### src/rtl/sprite_anim_renderer.sv
// Animated sprite pixel source: DIRS x FRAMES bitmaps in a row RAM, vsync-driven
// frame/direction update, and a 2-stage (row read, field select) lookup pipeline.
module sprite_anim_renderer #(
   parameter int unsigned W        = 16,
   parameter int unsigned H        = 16,
   parameter int unsigned BPP      = 2,
   parameter int unsigned FRAMES   = 2,
   parameter int unsigned DIRS     = 4,
   parameter int unsigned ANIM_DIV = 8,
   localparam int unsigned XW      = $clog2(W),
   localparam int unsigned YW      = $clog2(H),
   localparam int unsigned DW      = (DIRS > 1) ? $clog2(DIRS) : 1,
   localparam int unsigned FW      = (FRAMES > 1) ? $clog2(FRAMES) : 1,
   localparam int unsigned AW      = $clog2(DIRS * FRAMES * H),
   localparam int unsigned RW      = W * BPP
) (
   input  logic          clk,
   input  logic          reset_n,
   input  logic          vsync,
   input  logic [DW-1:0] dir_in,
   input  logic          mirror_en,
   input  logic          pix_req,
   input  logic [XW-1:0] xin,
   input  logic [YW-1:0] yin,
   input  logic          wr_en,
   input  logic [AW-1:0] wr_addr,
   input  logic [RW-1:0] wr_data,
   output logic [BPP-1:0] pix_out,
   output logic          pix_opaque,
   output logic          pix_out_valid,
   output logic [FW-1:0] anim_frame,
   output logic [DW-1:0] cur_dir
);

   localparam int unsigned DEPTH = DIRS * FRAMES * H;
   localparam int unsigned FBITS = $clog2(FRAMES);
   localparam int unsigned DVW   = (ANIM_DIV > 1) ? $clog2(ANIM_DIV) : 1;

   logic [RW-1:0]  mem [DEPTH];
   logic [AW-1:0]  rd_addr;
   logic [DVW-1:0] div_cnt;

   logic           s1_valid;
   logic [XW-1:0]  s1_xe;
   logic [RW-1:0]  s1_row;
   logic [RW-1:0]  row_shift;
   logic [BPP-1:0] pix_sel;

   // Row address {cur_dir, anim_frame, yin}; FRAMES/DIRS of 1 contribute zero bits.
   assign rd_addr = (AW'(cur_dir) << (FBITS + YW)) | (AW'(anim_frame) << YW) | AW'(yin);

   // Row RAM: synchronous write, registered read; non-blocking gives read-before-write.
   always_ff @(posedge clk) begin
      if (wr_en) begin
         mem[wr_addr] <= wr_data;
      end
      if (pix_req) begin
         s1_row <= mem[rd_addr];
      end
   end

   // Stage 1 control: request valid and effective (possibly mirrored) column.
   always_ff @(posedge clk or negedge reset_n) begin
      if (!reset_n) begin
         s1_valid <= 1'b0;
         s1_xe    <= '0;
      end else begin
         s1_valid <= pix_req;
         if (pix_req) begin
            s1_xe <= mirror_en ? (XW'(W - 1) - xin) : xin;
         end
      end
   end

   assign row_shift = s1_row >> (32'(s1_xe) * BPP);
   assign pix_sel   = row_shift[BPP-1:0];

   // Stage 2: field select; outputs hold while no result is valid.
   always_ff @(posedge clk or negedge reset_n) begin
      if (!reset_n) begin
         pix_out       <= '0;
         pix_opaque    <= 1'b0;
         pix_out_valid <= 1'b0;
      end else begin
         pix_out_valid <= s1_valid;
         if (s1_valid) begin
            pix_out    <= pix_sel;
            pix_opaque <= |pix_sel;
         end
      end
   end

   // Per-video-frame direction latch and animation step divider.
   always_ff @(posedge clk or negedge reset_n) begin
      if (!reset_n) begin
         cur_dir    <= '0;
         anim_frame <= '0;
         div_cnt    <= '0;
      end else if (vsync) begin
         cur_dir <= dir_in;
         if (div_cnt == DVW'(ANIM_DIV - 1)) begin
            div_cnt    <= '0;
            anim_frame <= (FRAMES > 1) ? anim_frame + FW'(1) : '0;
         end else begin
            div_cnt <= div_cnt + DVW'(1);
         end
      end
   end

endmodule

### config.mk
export PLATFORM = sky130hd
export DESIGN_NAME = sprite_anim_renderer
export DESIGN_NICKNAME = d
export VERILOG_FILES = /design/src/rtl/sprite_anim_renderer.sv
export SDC_FILE = /design/constraint.sdc
export NUM_CORES = 2
export LEC_CHECK = 0
export BUFFER_PORTS_ARGS = -buffer_cell sky130_fd_sc_hd__buf_2
export CAP_MARGIN = 5
export CORE_ASPECT_RATIO = 0.8
export CORE_UTILIZATION = 54
export CTS_CLUSTER_DIAMETER = 200
export DETAILED_ROUTE_END_ITERATION = 12
export PLACE_DENSITY = 0.79
export RECOVER_POWER = 100
export SYNTH_ARGS = -nofsm -noshare
export SYNTH_HDL_FRONTEND = slang
export SYNTH_SLANG_ARGS = --single-unit
### constraint.sdc
create_clock -name clk -period 4.3 [get_ports clk]
set_input_delay 1.29 -clock clk [delete_from_list [all_inputs] [get_ports clk]]
set_output_delay 1.29 -clock clk [all_outputs]
set_load 0.02 [all_outputs]
Word-level counts from Yosys, hierarchy flattened
Memories as Yosys holds them, arrays and structs flattened. A register that Yosys moved wholly into a read port is not among the register bits.
Cells that the tools add are included.

word-level totals
  memories = 1
  ROM bits = 0
  latch bits = 0
  memory bits (writable) = 4096
  input port bits = 55
  register bits = 15
  output and inout bits = 7

cells by class
  equal/unequal tests = 1
  shift operators = 1
  bitwise gates (word level) = 2
  reduce and logical (&&, ||, !) cells = 2
  divide/modulo/power cells = 0
  muxes and demuxes = 4
  $mul = 0
  $add $sub $neg = 3
  order comparisons = 0

memories
  memory  words  width  rd ports  clocked after memory_dff  wr ports  line  text
  mem     128    32     1         1                         1         39    logic [RW-1:0] mem [DEPTH];

operator list
  cell                                                            count
  32-bit by 5-bit right shift with 2-bit output                   1
  7-bit by 4-bit OR with 7-bit output                             1
  7-bit by 5-bit OR with 7-bit output                             1
  4-bit two-way mux                                               1
  4-bit subtractor (first input constant)                         1
  3-bit by 1-bit adder with 3-bit output (second input constant)  1
  3-bit equality test (second input constant)                     1
  3-bit two-way mux                                               1
  1-bit two-way mux                                               2
  2-bit AND reduction                                             1
  2-bit OR reduction                                              1
  1-bit adder (second input constant)                             1

Longest topological paths before layout
  word-level depth = 2
  depth in mapped cells = 8
  depth with buffers taken out = 4

Least setup slack after synthesis
Ideal clock, no wire load.

  path type = input-to-reg
  from = in wr_en
  to = mem mem[98][0] (netlist name) (enable)
  stages on the path = 3
  slack = -0.229 ns
  arrival time = 4.068 ns
  required time = 3.839 ns
  buffers on the path = 1
  path through = clkbuf_1 -> nand4_1 -> nor3_1

between the ends
  longest elaborated chain between the ends = 2

ends and longest elaborated chain
  item                                     line  text
  start, declared                          25    input logic wr_en,
  1-bit two-way mux                        54    if (wr_en) begin
  1-bit two-way mux (implied by the code)  55    mem[wr_addr] <= wr_data;
  end, declared                            39

No other way between the ends.

Worst setup path after layout
  from = in wr_addr[0]
  to = mem mem[25][7] (netlist name) (enable)

RTL lines
  item             line  text
  start, declared  26    input logic [AW-1:0] wr_addr,

Straight into the memory's write port.

==> impl_results.md <==
* Crit path from: wr_addr[0]
* Synth Cell Area at 157,500 µm²
* Reg clk slew, reported paths at 60 ps
* Layout Nets at 6,729
* Fillers at 17,539
* Final Hold Viols at 0
* Clock root cell: clkbuf_16
* Synth area leader: edfxtp_1
* Synth Net Count at 6,110
* CTS tree: done
* Reg2Reg Setup Slack at 780 ps
* Drt pass-1 iters at 8
* # Max-Cap Violations at 105
* #FFs+latches synth at 4,143
* Worst setup path class: in -> reg
* Hold Path Depth at 0
* Post-CTS setup buffers at 0
* Syn avg cell area at 26.01 µm²
* Status: complete, but fails checks
* Vias at 78,798
* # resized after CTS at 0
* Post-synth top cells: edfxtp_1 (4,128), mux4_2 (1,352), clkbuf_1 (193), nor2_1 (127), buf_2 (85)
* DP Worst Slack at -190.8 ps
* Worst min path class: reg -> reg
* Crit Path Max Fanout at 31
* Synth top area share at 0.7873
* DRC viols at 0
* Cell Pwr Density at 495.9 nW/µm²
* Netlist cell types at 24
* FFs w/ async S/R, synth at 0.003621
* Final core occ at 0.6216
* Placer congestion estimate at 0.8789
* Synth Instances at 6,053
* Std-Cell Rows at 176
* Critical Path Sink Type: register
* Register area at 124,300 µm²
* Post-DP HPWL at 243,200 µm
* Multi-input logic area at 32,330 µm²
* Vias per inst at 7.256
* Predominant post-synthesis flop cell: edfxtp_1
* Remaining antenna violation count at 0
* Global Route Usage Sum at 0.3230
* Setup slack after layout at 90.49 ps
* Most frequent cell after synthesis: edfxtp_1
* Initial core utilization at 0.5454
* Die Ht at 485.0 µm
* Placed cell area at 168,700 µm²
* Drt total wl at 472,800 µm
* Clock Skews at 76.88 ps
* DIE AREA at 293,800 µm²
* Peak VDD IR at between 0.5 and 0.6 mV
* Final instance area at roughly 180,000 µm²
* Clk_lat worst skew at 950 ps
* Clock sink count at 4,143
* Hold bufs inserted after CTS at 0
* Leak pwr at between 50 and 60 nW
* First-pass GRT wire length at roughly 640,000 µm
* Area Overhead vs Synth at 13.97%
* CTS max path bufs at 4
* Slew HR at -1.745
* H-tree Lvls at 5
* Arr. time, crit path at 4680 ps
* Number of global-route vias before repair at 79,268
* Minimum clock period at about 4200 ps
* Slew Limit Fails at 4,569
* Synth warn at 0
* Average wire per standard cell at 43.53 µm
* Violated checks: capacitance limit, slew limit
* Tcrit/Tclk final at 0.9790
* Fmax at around 240 MHz
* Initial antenna violation count at 87
* RR Startpoint: cur_dir[1]$_DFFE_PN0P_
* CP required at about 4800 ps
* Pin slew with the least headroom to its limit at 4118 ps
* Post-synth EDFFs at about 4,100
* Register area share after synthesis at 0.7897
* RSZ-0062 raised after global routing: false
* CORE AREA at 288,700 µm²
* Initial DRC count at approximately 14,000
* FF-to-FF path depth at 3
* Hold Path End: pix_out_valid$_DFF_PN0_
* Global route overflow at 0
* Worst Min Path Start: s1_valid$_DFF_PN0_
* Largest net degree at the start of global routing at approximately 130
* Largest cells by area after synthesis: edfxtp_1 (79%), mux4_2 (19%), clkbuf_1 (0.46%), nor2_1 (0.30%), mux2_2 (0.28%)
* IO buf count at 61
* Io pins at 62
* Reg2reg end: s1_row[6]$_DFFE_PP_
* Die Wd at about 610 µm
* CTS buffer count at between 300 and 400
* Final setup fails at 0
* Startpoint Class: input pin
* Share of layout cells above drive strength 1 at 0.3582
==> through the flow <==
stage | TNS (ps) | cells | total power, mW | hold WS, ps
2_1_floorplan | -20790 | 6053 | 49.30 | 421.2
3_3_place_gp | -2008 | 10117 | 53.49 | 437.9
3_5_place_dp | -2580 | 10117 | 53.69 | 458.2
4_1_cts | 0 | 10807 | 88.58 | 349.4
5_1_grt | 0 | 10818 | 90.22 | 510.0
6_report | 0 | 10860 | 88.99 | 481.6
==> how the worst max path moves through the flow <==
| stage | end | cells past startpoint |
|---|---|---|
| final | mem[25][7]$_DFFE_PP_ | 6 |
| after global routing | mem[32][21]$_DFFE_PP_ | 2 |
| after CTS | anim_frame | 2 |
| after detailed placement | s1_row[20]$_DFFE_PP_ | 8 |
| after global placement | s1_row[20]$_DFFE_PP_ | 8 |
| after floorplan | mem[98][0]$_DFFE_PP_ | 3 |
==> worst max-delay path: stages <==
cell      delay, ps
clkbuf_1        110
buf_4           300
nand3_1         430
clkbuf_1        760
nor2_1          460
buf_2          1250
==> per-layer routing <==
layer	vias to the layer above	global-route usage	wire [µm]
li1	27937	-	-
met2	8287	0.4922	217700
met5	-	0	396
met4	60	0.1561	28770
met1	40821	0.4138	145600
met3	1693	0.1202	80280
==> kinds of logic after synthesis <==
logic type               synth area share
adder cells (fa/ha/maj)         0.0001589
multiplexers                       0.1966
XOR/XNOR                        0.0002781
AO/OA/AOI/OAI                   0.0001828
AND/OR/NAND/NOR                  0.004609
flip-flops                         0.7897
buffers and inverters            0.008566
==> state kept, by name, indices dropped and copies added (netlist names) <==
register,count
pix_opaque,1
mem,4096
cur_dir,2
anim_frame,1
pix_out_valid,1
s1_xe,4
s1_valid,1
div_cnt,3
s1_row,32
pix_out,2
==> cell type report <==
type | count | share of cell area
sequential | 4143 | 0.6929
clock inverter | 262 | 0.01622
inverter | 1 | 0.00002092
tap | 3827 | 0.02668
clock buffer | 428 | 0.05487
multi-input combinational | 1586 | 0.1802
antenna | 53 | 0.0007390
timing repair buffer | 560 | 0.02844
==> layout by cell type (no fill, tap or decap), types with 3 or more instances in the layout <==
cell type   Yosys  routed
nand3_1        12      11
nor3_1          9       4
clkbuf_16       0     386
dfrtp_1        15      12
clkinv_1        0      83
xnor2_1         5       5
bufinv_16       0      59
nor3_4          0       4
nor2b_1         7       7
edfxtp_1     4128    4128
nor2_1        127      59
buf_12          0     129
clkinv_4        0       7
clkinv_8        0       4
mux4_2       1352    1352
clkbuf_2        0     135
nor2_4          0      67
buf_4           3     177
nand2_1        15      15
inv_6           0      11
mux2i_1         6       6
a21oi_1         4       4
diode_2         0      53
clkbuf_1      193     134
mux2_2         39      39
clkinvlp_4      0      21
buf_2          85      18
clkinv_2        0      73
clkbuf_8        0       3
nand4_1         3       3
==> where the power goes <==
group          switching, mW  total [mW]  internal [mW]
sequential             0.339        45.1           44.8
combinational           5.42        8.41           2.99
clock                   15.4        35.5           20.1
total                   21.1        89.0           67.8
(Power assumes the default switching activity.)
